## src/rtl/ar_qos_request_arbiter_if.sv

```systemverilog
// rtl/ar_qos_request_arbiter_if.sv - AR ingress channels and merged AR egress bundle
// slave is the arbiter's view; master is the traffic source/sink view.
interface ar_qos_request_arbiter_if #(
    parameter int NUM_CH     = 4,
    parameter int ID_WIDTH   = 4,
    parameter int ADDR_WIDTH = 32,
    parameter int LEN_WIDTH  = 8,
    parameter int TAG_WIDTH  = 4,
    parameter int DEPTH      = 8
);
    localparam int SRC_W = $clog2(NUM_CH);
    localparam int CNT_W = $clog2(DEPTH + 1);

    logic [NUM_CH-1:0]            in_valid;
    logic [NUM_CH-1:0]            in_ready;
    logic [NUM_CH*ID_WIDTH-1:0]   in_id;
    logic [NUM_CH*ADDR_WIDTH-1:0] in_addr;
    logic [NUM_CH*LEN_WIDTH-1:0]  in_len;
    logic [NUM_CH*3-1:0]          in_size;
    logic [NUM_CH*2-1:0]          in_burst;
    logic [NUM_CH*4-1:0]          in_qos;
    logic [NUM_CH*TAG_WIDTH-1:0]  in_tagid;

    logic                         out_valid;
    logic                         out_ready;
    logic [ID_WIDTH-1:0]          out_id;
    logic [ADDR_WIDTH-1:0]        out_addr;
    logic [LEN_WIDTH-1:0]         out_len;
    logic [2:0]                   out_size;
    logic [1:0]                   out_burst;
    logic [3:0]                   out_qos;
    logic [TAG_WIDTH-1:0]         out_tagid;
    logic [SRC_W-1:0]             out_src;
    logic [NUM_CH*CNT_W-1:0]      occupancy;

    modport slave (
        input  in_valid, in_id, in_addr, in_len, in_size, in_burst, in_qos, in_tagid, out_ready,
        output in_ready, out_valid, out_id, out_addr, out_len, out_size, out_burst, out_qos,
               out_tagid, out_src, occupancy
    );

    modport master (
        output in_valid, in_id, in_addr, in_len, in_size, in_burst, in_qos, in_tagid, out_ready,
        input  in_ready, out_valid, out_id, out_addr, out_len, out_size, out_burst, out_qos,
               out_tagid, out_src, occupancy
    );
endinterface

```

## src/rtl/ar_qos_request_arbiter.sv

```systemverilog
// rtl/ar_qos_request_arbiter.sv - per-channel AR FIFOs merged by a QoS round-robin arbiter with aging
// The winning head is copied into a registered output stage tagged with its source channel.
module ar_qos_request_arbiter #(
    parameter int NUM_CH     = 4,
    parameter int ID_WIDTH   = 4,
    parameter int ADDR_WIDTH = 32,
    parameter int LEN_WIDTH  = 8,
    parameter int TAG_WIDTH  = 4,
    parameter int DEPTH      = 8,
    parameter int AGE_LIMIT  = 15
) (
    input  logic                    clk,
    input  logic                    rst,
    ar_qos_request_arbiter_if.slave bus
);
    localparam int SRC_W = $clog2(NUM_CH);
    localparam int CNT_W = $clog2(DEPTH + 1);
    localparam int PTR_W = $clog2(DEPTH);
    localparam int AGE_W = $clog2(AGE_LIMIT + 1);

    typedef struct packed {
        logic [ID_WIDTH-1:0]   id;
        logic [ADDR_WIDTH-1:0] addr;
        logic [LEN_WIDTH-1:0]  len;
        logic [2:0]            size;
        logic [1:0]            burst;
        logic [3:0]            qos;
        logic [TAG_WIDTH-1:0]  tagid;
    } entry_t;

    entry_t             mem      [NUM_CH][DEPTH];
    entry_t             in_entry [NUM_CH];
    entry_t             head     [NUM_CH];
    logic [PTR_W-1:0]   wr_ptr   [NUM_CH];
    logic [PTR_W-1:0]   rd_ptr   [NUM_CH];
    logic [CNT_W-1:0]   occ      [NUM_CH];
    logic [AGE_W-1:0]   age      [NUM_CH];

    logic [NUM_CH-1:0]       nonempty, urgent, cand, push, pop, in_ready_v;
    logic [NUM_CH*CNT_W-1:0] occ_v;
    logic                    any_urgent, load;
    logic [SRC_W-1:0]        win, rr_ptr, out_src_q;
    logic                    out_valid_q;
    entry_t                  out_q;

    always_comb begin
        in_ready_v = '0;
        occ_v      = '0;
        nonempty   = '0;
        urgent     = '0;
        for (int c = 0; c < NUM_CH; c++) begin
            in_entry[c].id    = bus.in_id[c*ID_WIDTH +: ID_WIDTH];
            in_entry[c].addr  = bus.in_addr[c*ADDR_WIDTH +: ADDR_WIDTH];
            in_entry[c].len   = bus.in_len[c*LEN_WIDTH +: LEN_WIDTH];
            in_entry[c].size  = bus.in_size[c*3 +: 3];
            in_entry[c].burst = bus.in_burst[c*2 +: 2];
            in_entry[c].qos   = bus.in_qos[c*4 +: 4];
            in_entry[c].tagid = bus.in_tagid[c*TAG_WIDTH +: TAG_WIDTH];
            head[c]           = mem[c][rd_ptr[c]];
            // No full-bypass: readiness looks only at the registered fill level.
            in_ready_v[c]     = !rst && (occ[c] != CNT_W'(DEPTH));
            occ_v[c*CNT_W +: CNT_W] = occ[c];
            nonempty[c]       = (occ[c] != '0);
            urgent[c]         = nonempty[c] && (age[c] == AGE_W'(AGE_LIMIT));
        end
    end

    always_comb begin : arb
        logic [3:0]     best_qos;
        logic [SRC_W:0] sum;
        logic [SRC_W-1:0] sel;
        logic           found;
        best_qos   = '0;
        sum        = '0;
        sel        = '0;
        found      = 1'b0;
        win        = '0;
        cand       = '0;
        any_urgent = |urgent;
        for (int c = 0; c < NUM_CH; c++) begin
            cand[c] = nonempty[c] && (urgent[c] || !any_urgent);
            if (cand[c] && (head[c].qos > best_qos)) best_qos = head[c].qos;
        end
        // Scan from rr_ptr so equal-priority heads are served in rotation.
        for (int i = 0; i < NUM_CH; i++) begin
            sum = {1'b0, rr_ptr} + (SRC_W+1)'(i);
            if (sum >= (SRC_W+1)'(NUM_CH)) sum = sum - (SRC_W+1)'(NUM_CH);
            sel = sum[SRC_W-1:0];
            if (!found && cand[sel] && (head[sel].qos == best_qos)) begin
                win   = sel;
                found = 1'b1;
            end
        end
    end

    assign load = (|nonempty) && (!out_valid_q || bus.out_ready);

    always_comb begin
        push = '0;
        pop  = '0;
        for (int c = 0; c < NUM_CH; c++) begin
            push[c] = bus.in_valid[c] && in_ready_v[c];
            pop[c]  = load && (win == SRC_W'(c));
        end
    end

    always_ff @(posedge clk) begin
        for (int c = 0; c < NUM_CH; c++) begin
            if (push[c]) mem[c][wr_ptr[c]] <= in_entry[c];
        end
    end

    always_ff @(posedge clk or posedge rst) begin
        if (rst) begin
            for (int c = 0; c < NUM_CH; c++) begin
                wr_ptr[c] <= '0;
                rd_ptr[c] <= '0;
                occ[c]    <= '0;
                age[c]    <= '0;
            end
            rr_ptr      <= '0;
            out_valid_q <= 1'b0;
            out_q       <= '0;
            out_src_q   <= '0;
        end else begin
            for (int c = 0; c < NUM_CH; c++) begin
                if (push[c]) wr_ptr[c] <= wr_ptr[c] + 1'b1;
                if (pop[c])  rd_ptr[c] <= rd_ptr[c] + 1'b1;
                if (push[c] && !pop[c])      occ[c] <= occ[c] + 1'b1;
                else if (!push[c] && pop[c]) occ[c] <= occ[c] - 1'b1;
                // Heads only age on cycles where someone else actually won.
                if (pop[c])                     age[c] <= '0;
                else if (nonempty[c] && load)   age[c] <= urgent[c] ? age[c] : age[c] + 1'b1;
                else if (!nonempty[c])          age[c] <= '0;
            end
            if (load) begin
                out_valid_q <= 1'b1;
                out_q       <= head[win];
                out_src_q   <= win;
                rr_ptr      <= (win == SRC_W'(NUM_CH - 1)) ? '0 : win + 1'b1;
            end else if (out_valid_q && bus.out_ready) begin
                out_valid_q <= 1'b0;
            end
        end
    end

    assign bus.in_ready  = in_ready_v;
    assign bus.occupancy = occ_v;
    assign bus.out_valid = out_valid_q;
    assign bus.out_id    = out_q.id;
    assign bus.out_addr  = out_q.addr;
    assign bus.out_len   = out_q.len;
    assign bus.out_size  = out_q.size;
    assign bus.out_burst = out_q.burst;
    assign bus.out_qos   = out_q.qos;
    assign bus.out_tagid = out_q.tagid;
    assign bus.out_src   = out_src_q;
endmodule
```

## src/flat_wrapper.sv

```systemverilog
// flat-port wrapper written by rule: the top's interface ports become plain ports
module ar_qos_request_arbiter_flat 
#(
    parameter int NUM_CH     = 4,
    parameter int ID_WIDTH   = 4,
    parameter int ADDR_WIDTH = 32,
    parameter int LEN_WIDTH  = 8,
    parameter int TAG_WIDTH  = 4,
    parameter int DEPTH      = 8,
    parameter int AGE_LIMIT  = 15
)
  (clk, rst, bus_in_valid, bus_in_id, bus_in_addr, bus_in_len, bus_in_size, bus_in_burst, bus_in_qos, bus_in_tagid, bus_out_ready, bus_in_ready, bus_out_valid, bus_out_id, bus_out_addr, bus_out_len, bus_out_size, bus_out_burst, bus_out_qos, bus_out_tagid, bus_out_src, bus_occupancy);
  ar_qos_request_arbiter_if #(.NUM_CH(NUM_CH), .ID_WIDTH(ID_WIDTH), .ADDR_WIDTH(ADDR_WIDTH), .LEN_WIDTH(LEN_WIDTH), .TAG_WIDTH(TAG_WIDTH), .DEPTH(DEPTH)) bus_i ();
  input  logic clk;
  input  logic rst;
  input wire logic [$bits(bus_i.in_valid)-1:0] bus_in_valid;
  input wire logic [$bits(bus_i.in_id)-1:0] bus_in_id;
  input wire logic [$bits(bus_i.in_addr)-1:0] bus_in_addr;
  input wire logic [$bits(bus_i.in_len)-1:0] bus_in_len;
  input wire logic [$bits(bus_i.in_size)-1:0] bus_in_size;
  input wire logic [$bits(bus_i.in_burst)-1:0] bus_in_burst;
  input wire logic [$bits(bus_i.in_qos)-1:0] bus_in_qos;
  input wire logic [$bits(bus_i.in_tagid)-1:0] bus_in_tagid;
  input wire logic [$bits(bus_i.out_ready)-1:0] bus_out_ready;
  output wire logic [$bits(bus_i.in_ready)-1:0] bus_in_ready;
  output wire logic [$bits(bus_i.out_valid)-1:0] bus_out_valid;
  output wire logic [$bits(bus_i.out_id)-1:0] bus_out_id;
  output wire logic [$bits(bus_i.out_addr)-1:0] bus_out_addr;
  output wire logic [$bits(bus_i.out_len)-1:0] bus_out_len;
  output wire logic [$bits(bus_i.out_size)-1:0] bus_out_size;
  output wire logic [$bits(bus_i.out_burst)-1:0] bus_out_burst;
  output wire logic [$bits(bus_i.out_qos)-1:0] bus_out_qos;
  output wire logic [$bits(bus_i.out_tagid)-1:0] bus_out_tagid;
  output wire logic [$bits(bus_i.out_src)-1:0] bus_out_src;
  output wire logic [$bits(bus_i.occupancy)-1:0] bus_occupancy;
  assign bus_i.in_valid = bus_in_valid;
  assign bus_i.in_id = bus_in_id;
  assign bus_i.in_addr = bus_in_addr;
  assign bus_i.in_len = bus_in_len;
  assign bus_i.in_size = bus_in_size;
  assign bus_i.in_burst = bus_in_burst;
  assign bus_i.in_qos = bus_in_qos;
  assign bus_i.in_tagid = bus_in_tagid;
  assign bus_i.out_ready = bus_out_ready;
  assign bus_in_ready = bus_i.in_ready;
  assign bus_out_valid = bus_i.out_valid;
  assign bus_out_id = bus_i.out_id;
  assign bus_out_addr = bus_i.out_addr;
  assign bus_out_len = bus_i.out_len;
  assign bus_out_size = bus_i.out_size;
  assign bus_out_burst = bus_i.out_burst;
  assign bus_out_qos = bus_i.out_qos;
  assign bus_out_tagid = bus_i.out_tagid;
  assign bus_out_src = bus_i.out_src;
  assign bus_occupancy = bus_i.occupancy;
  ar_qos_request_arbiter #(.NUM_CH(NUM_CH), .ID_WIDTH(ID_WIDTH), .ADDR_WIDTH(ADDR_WIDTH), .LEN_WIDTH(LEN_WIDTH), .TAG_WIDTH(TAG_WIDTH), .DEPTH(DEPTH), .AGE_LIMIT(AGE_LIMIT)) u_core (.clk(clk), .rst(rst), .bus(bus_i));
endmodule
```

## config.mk

```make
export PLATFORM = sky130hd
export DESIGN_NAME = ar_qos_request_arbiter_flat
export DESIGN_NICKNAME = d
export VERILOG_FILES = /design/src/rtl/ar_qos_request_arbiter_if.sv /design/src/rtl/ar_qos_request_arbiter.sv /design/src/flat_wrapper.sv
export SDC_FILE = /design/constraint.sdc
export NUM_CORES = 2
export LEC_CHECK = 0
export ABC_CLOCK_PERIOD_IN_PS = 13510
export CORE_UTILIZATION = 60
export CTS_BUF_LIST = sky130_fd_sc_hd__clkbuf_4 sky130_fd_sc_hd__clkbuf_8
export CTS_CLUSTER_DIAMETER = 120
export DETAILED_ROUTE_END_ITERATION = 10
export PLACE_DENSITY = 0.79
export SLEW_MARGIN = 20
export SYNTH_ARGS = -nofsm -noshare
export SYNTH_HDL_FRONTEND = slang
export SYNTH_SLANG_ARGS = --single-unit
```

## constraint.sdc

```tcl
create_clock -name clk -period 13.51 [get_ports clk]
set_clock_uncertainty 0.2 [all_clocks]
set_input_delay 2.702 -clock clk [delete_from_list [all_inputs] [get_ports clk]]
set_output_delay 2.702 -clock clk [all_outputs]
set_load 0.05 [all_outputs]
```

== Yosys cells after proc, flatten, opt, wreduce, memory -nomap -nowiden ==
Memories as Yosys holds them, arrays and structs flattened.
Cells that the tools add are included.
Word-level totals
  bits of input ports: 235
  logic and storage cells: 297
  memory bits (writable): 1824
  memories: 1
  output and inout bits: 80
  bits in registers: 118
Cells by class
  reduce and logical (&&, ||, !) cells: 84
  $lt $le $gt $ge: 29
  equal/unequal tests: 23
  bitwise logic cells: 13
  mux-type cells: 93
  $add $sub $neg: 28
Memories
  u_core.mem: depth 4, bits a word 456, read ports 4, clocked after Yosys merged registers in 0, wr ports 4, RTL line ar_qos_request_arbiter.sv:31  | entry_t mem [NUM_CH][DEPTH];
Operators by type and width (number)
  $mux W456: 4
  $mux W57: 14
  $bmux W57 S3: 4
  $demux W57 S3: 4
  $bmux W57 S2: 5
  $mux W4: 28
  $mux W8: 8
  $logic_and A1 B1 Y1: 49
  $add A4 B1 Y4 const B: 8
  $ge A4 B4 Y1 const B: 8
  $not A3 Y4: 8
  $add A3 B1 Y3 const B: 8
  $ge A3 B3 Y1 const B: 8
  $ne A3 B3 Y1 const B: 8
  $mux W2: 9
  $eq A4 B4 Y1: 4
  $eq A4 B4 Y1 const B: 4
  $lt A4 B1 Y1 const B: 4
  $ne A4 B4 Y1 const B: 4
  $reduce_bool A4 Y1: 4
  $sub A4 B1 Y4 const B: 4
  $not A2 Y3: 5
  $logic_not A1 Y1: 14
  $mux W1: 13
  other kinds (16): 41

== Longest topological paths before layout ==
  word-level depth: 37
  mapped depth: 46
  mapped depth without buffers: 42

== Least setup slack after synthesis ==
Ideal clock, no wire load.
  kind: flip-flop to flip-flop
  start point: reg u_core.occ (netlist bit u_core.bus.occupancy[13])
  end point: reg u_core.occ (netlist bit u_core.bus.occupancy[15])
  path slack: 4328 ps
  arrival: 8834 ps
  clock period less this slack: 9182 ps
  stages on the path, launching flop included: 44
  cell sequence: dfrtp_1 nor4_4 or2_2 a41o_1 buf_4 nand2_1 ha_1 nor2b_1 o21ai_0 a221o_1 o211a_1 nor2_1 ha_1 nor2b_1 o211a_1 o21a_1 nand2_1 nor2_1 [... 8 more ...] xnor2_1 or4_1 o21a_1 o22a_2 inv_2 buf_6 buf_6 buf_4 ha_1 nand2_1 ha_1 inv_1 ha_1 a21o_1 a21oi_1 xnor2_1 nor2_1 xor2_1
Between the ends
  cells in the longest elaborated chain, start to end: 37
RTL lines
  from (decl): RTL line ar_qos_request_arbiter.sv:36  | logic [CNT_W-1:0] occ [NUM_CH];
  from (signal, indexed assignment): RTL line ar_qos_request_arbiter.sv:129  | if (push[c] && !pop[c]) occ[c] <= occ[c] + 1'b1;
  from (signal, indexed assignment): RTL line ar_qos_request_arbiter.sv:130  | else if (!push[c] && pop[c]) occ[c] <= occ[c] - 1'b1;
  $reduce_bool A4 Y1: RTL line ar_qos_request_arbiter.sv:63  | nonempty[c] = (occ[c] != '0);
  $logic_and A1 B1 Y1: RTL line ar_qos_request_arbiter.sv:64  | urgent[c] = nonempty[c] && (age[c] == AGE_W'(AGE_LIMIT));
  $reduce_or A4 Y1: RTL line ar_qos_request_arbiter.sv:79  | any_urgent = |urgent;
  $logic_not A1 Y1: RTL line ar_qos_request_arbiter.sv:81  | cand[c] = nonempty[c] && (urgent[c] || !any_urgent);
  $logic_or A1 B1 Y1: RTL line ar_qos_request_arbiter.sv:81
  $logic_and A1 B1 Y1: RTL line ar_qos_request_arbiter.sv:81
  $logic_and A1 B1 Y1: RTL line ar_qos_request_arbiter.sv:82  | if (cand[c] && (head[c].qos > best_qos)) best_qos = head[c].qos;
  $mux W4: RTL line ar_qos_request_arbiter.sv:82
  [... 20 more ...]
  $logic_not A1 Y1: RTL line ar_qos_request_arbiter.sv:89  | if (!found && cand[sel] && (head[sel].qos == best_qos)) begin
  $logic_and A1 B1 Y1 (2 in series): RTL line ar_qos_request_arbiter.sv:89
  $mux W2: RTL line ar_qos_request_arbiter.sv:89
  $eq A2 B2 Y1: RTL line ar_qos_request_arbiter.sv:103  | pop[c] = load && (win == SRC_W'(c));
  $logic_and A1 B1 Y1: RTL line ar_qos_request_arbiter.sv:103
  $logic_not A1 Y1: RTL line ar_qos_request_arbiter.sv:129
  $logic_and A1 B1 Y1: RTL line ar_qos_request_arbiter.sv:129
  $mux W4 / $reduce_bool A2 Y1 (equally long branches)
Parallel ways exist; a longest one is shown, timed or not. The select of a mux whose other input is x is not followed.
A chain may end at the register's enable or synchronous reset.

== Worst setup path after layout ==
  start point: reg u_core.rd_ptr[10] in the netlist's numbering
  end point: reg u_core.occ (netlist bit u_core.bus.occupancy[15])
Between the ends
  cells in the longest elaborated chain, start to end: 36
RTL lines
  from (decl): RTL line ar_qos_request_arbiter.sv:35  | logic [PTR_W-1:0] rd_ptr [NUM_CH];
  from (signal, indexed assignment): RTL line ar_qos_request_arbiter.sv:128  | if (pop[c]) rd_ptr[c] <= rd_ptr[c] + 1'b1;
  $not A3 Y4 (not written as such) (*): RTL line ar_qos_request_arbiter.sv:59  | head[c] = mem[c][rd_ptr[c]];
  $bmux W57 S3 (*): RTL line ar_qos_request_arbiter.sv:59
  $mux W57 (not written as such) (*) (2 in series): RTL line ar_qos_request_arbiter.sv:59
  $gt A4 B1 Y1: RTL line ar_qos_request_arbiter.sv:82
  $logic_and A1 B1 Y1: RTL line ar_qos_request_arbiter.sv:82
  $mux W4: RTL line ar_qos_request_arbiter.sv:82
  $gt A4 B4 Y1: RTL line ar_qos_request_arbiter.sv:82
  $logic_and A1 B1 Y1: RTL line ar_qos_request_arbiter.sv:82
  [... 18 more ...]
  $logic_not A1 Y1: RTL line ar_qos_request_arbiter.sv:89
  $logic_and A1 B1 Y1 (2 in series): RTL line ar_qos_request_arbiter.sv:89
  $mux W2 (*): RTL line ar_qos_request_arbiter.sv:89
  $eq A2 B2 Y1 (*): RTL line ar_qos_request_arbiter.sv:103
  $logic_and A1 B1 Y1 (*): RTL line ar_qos_request_arbiter.sv:103
  $logic_not A1 Y1: RTL line ar_qos_request_arbiter.sv:129
  $logic_and A1 B1 Y1: RTL line ar_qos_request_arbiter.sv:129
  $mux W4 / $reduce_bool A2 Y1 (equally long branches)
Every way passes the cells marked *; elsewhere a longest branch is shown, timed or not. The select of a mux whose other input is x is not followed.

==> results by group <==
Finish
  – Fin area: about 90000 µm²
  – Fillers: between 7000 and 8000
  – Register Area: around 58000 µm²
  – Layout cells sized above 1: 0.263
  – Area of the multi-input gates: roughly 18000 µm²
  – Util after Layout: 0.696
  – Area growth from synthesis to layout: 14.7%
  – NumNets Final: between 4000 and 5000

Hold path
  – Worst min path class: reg2reg

Logic synthesis
  – Post-Syn Nets: between 3000 and 4000
  – Synth Area in Compound Gates: 0.0264
  – Sequential fraction of the synthesis area: 0.753
  – Yosys warns: 0
  – Synth Cell Area: roughly 77000 µm²
  – Adder-cell area share of the yosys netlist: 0.00709
  – XOR/XNOR share of the synthesized area: 0.00457
  – Number of flops mapped to enable cells by yosys: roughly 1800
  – Synthesized flop and latch total: slightly below 2000
  – Cells after synthesis: around 3600
  – Mapped Avg Cell Area: about 21 µm²
  – Largest family of logic cells by synthesized area: multiplexers
  – Portion of netlist area occupied by mux cells: 0.171
  – Synth Area in Simple Gates: 0.0258
  – Ys async rst share: 0.0608
  – Main synth FF type: edfxtp_1
  – Synth cell types: 80

Worst setup path
  – Buf/Inv on CP: 2
  – Setup CP Type: reg2reg
  – Crit path largest cell delay: between 1 and 1.5 ns
  – Crit path arrival time: 12.04 ns
  – Type of origin of the critical path: register
  – Worst-path fanout max: between 50 and 60
  – Delay-heaviest family, CP: compound AO/OA/AOI/OAI gates
  – Required @ worst endpoint: 14.15 ns
  – Crit. End Element: register
  – R2r setup slk: 2.11 ns
  – CP max-delay cell: dfrtp_4
  – CP most frequent cell: ha_1

Global routing
  – Grt total ovfl: 0
  – Number of global-route vias before repair: just under 40000
  – First-pass GRT wire length: between 200 and 300 mm
  – Initial antenna violation count: 42
  – GRT Util Overall: 0.290
  – Largest net degree at the start of global routing: 86

Floorplanning
  – IO Pins: 315
  – Die width: 359 µm
  – Core ar.: between 100000 and 150000 µm²
  – Core Rows: 130
  – Initial Utilization: 0.607
  – Die Y: about 360 µm
  – Die ar.: between 100000 and 150000 µm²

STA
  – Final-report max-slew violation count: 0
  – Tmin final: about 11 ns
  – Slew at the pin closest to its max-slew limit: between 1 and 1.5 ns
  – Rel. slew slack: 0.122
  – RSZ-0062 raised after global routing: false
  – Hold WS: 0.332 ns
  – Fmax: 0.0877 GHz
  – Setup violators final: 0
  – Setup TNS Final: 0 ns
  – Final hold violations: 0
  – Crit share post-route: 0.844

Detailed routing
  – Routed len/inst: 30.8 µm
  – Via Count: 38800
  – Via density: about 6.4
  – Post-Route WL: ~190 mm
  – DR iter-0 viols: 4945
  – Antenna Nets Post-Route: 0
  – DRT Pass-1 Iters: 9
  – Drt drc: 0

CTS
  – Hold_buf cts: 0
  – Clk buf depth: 4
  – Post CTS Setup Buffer Count: 0
  – H-Tree Level Count: 5
  – Post-CTS Resized: 0
  – Later-pin clock latency in the skew report: 0.99 ns
  – Clock transition at the registers of the reported paths: about 0.070 ns
  – CTS tree: done
  – CTS Buf Count: approximately 320
  – Root buf cell: clkbuf_8
  – Clk sinks: roughly 1900

Outcome
  – Run status: completed

Placement
  – IO buf count: 314
  – Gp weighted congestion: a little under 1
  – Post-DP HPWL: approximately 110 mm
  – Area after DPL: roughly 82000 µm²

Run
  – Max-cap violation count: 0
## cell type report
cell class | instances | area share
flip-flops and latches | 1942 | 0.657
multi-input cells | 1491 | 0.207
clock buffers | 421 | 0.0604
repair buffers | 377 | 0.0413
well taps | 1650 | 0.0235
clock inverters | 126 | 0.00914
inverters | 19 | 0.000911
diodes | 10 | 0.000285
## registers in the layout, indices dropped and copies added (netlist names), 3 cells and up
signal                count
u_core.mem             1824
u_core.bus.out_addr      32
u_core.age               16
u_core.bus.occupancy     16
u_core.rd_ptr            12
u_core.wr_ptr            12
u_core.bus.out_len        8
u_core.bus.out_id         4
u_core.bus.out_qos        4
u_core.bus.out_tagid      4
u_core.bus.out_size       3
## logic make-up after synthesis
family	after synthesis
buf+inv	214
mux	725
xor+xnor	40
fa+ha+maj	41
compound gates	269
flops	1942
simple gates	416
## stage by stage
stage / worst slack (ns) / cells
6_report: 2.11 / 6036
3_3_place_gp: 2.39 / 5479
4_1_cts: 2.21 / 6026
2_1_floorplan: 4.33 / 3647
5_1_grt: 1.45 / 6031
3_5_place_dp: 2.28 / 5479
## placed cells by master (no fill, tap or decap), types with 32 or more instances in the layout
cell,Yosys,layout
clkinv_2,0,43
edfxtp_1,1824,1824
mux2i_1,198,198
clkbuf_4,0,78
nor2_1,110,84
clkinv_1,0,65
dfrtp_1,118,106
mux4_2,458,458
mux2_2,68,68
ha_1,37,37
nand2_1,170,170
clkdlybuf4s50_1,0,314
a21oi_1,64,64
a31oi_1,37,37
clkbuf_8,0,343
o32a_1,32,32
buf_4,6,61
## routing by layer
metal  GRT usage  wire (µm)  vias up  share of wire
met5           0        304        -         0.0016
met2       0.438      87800     2128           0.47
met3       0.102      21900      405           0.12
met4       0.129       7810       46          0.042
li1            -          -    16200              -
met1       0.385      68100    20000           0.37
## worst paths after layout
| check | depth (start not counted) | startpoint | end |
|---|---|---|---|
| hold reg to reg | 1 | u_core.wr_ptr[6] | u_core.wr_ptr[6] |
| max in group asynchronous | 3 | rst | u_core.rd_ptr[11] |
| min in group asynchronous | 2 | rst | u_core.bus.occupancy[4] |
| setup / recovery | 38 | u_core.rd_ptr[10] | u_core.bus.occupancy[15] |
| hold / removal | 1 | u_core.wr_ptr[6] | u_core.wr_ptr[6] |
| setup reg to reg | 38 | u_core.rd_ptr[10] | u_core.bus.occupancy[15] |
## cells in the mapped netlist, types with 29 or more instances
cell / instances / area (µm²)
edfxtp_1: 1824 / 54800
ha_1: 37 / 463
nand2_1: 170 / 638
o32a_1: 32 / 320
nor2_1: 110 / 413
mux4_2: 458 / 10300
dfrtp_1: 118 / 2950
mux2_2: 68 / 766
buf_2: 29 / 145
a21oi_1: 64 / 320
buf_1: 46 / 173
clkbuf_1: 106 / 398
a31oi_1: 37 / 231
mux2i_1: 198 / 1980
## worst reg2reg max path, delay by kind of cell, from the launching register on
family	cells	cell delay [ns]
compound gates	15	4.28
simple gates	11	2.04
fa+ha+maj	6	1.84
flops	1	1.04
mux	2	0.95
buf+inv	2	0.66
xor+xnor	2	0.28
Power is not shown: default switching activity piles up to over one toggle a cycle in this logic, so the estimate is an artifact.
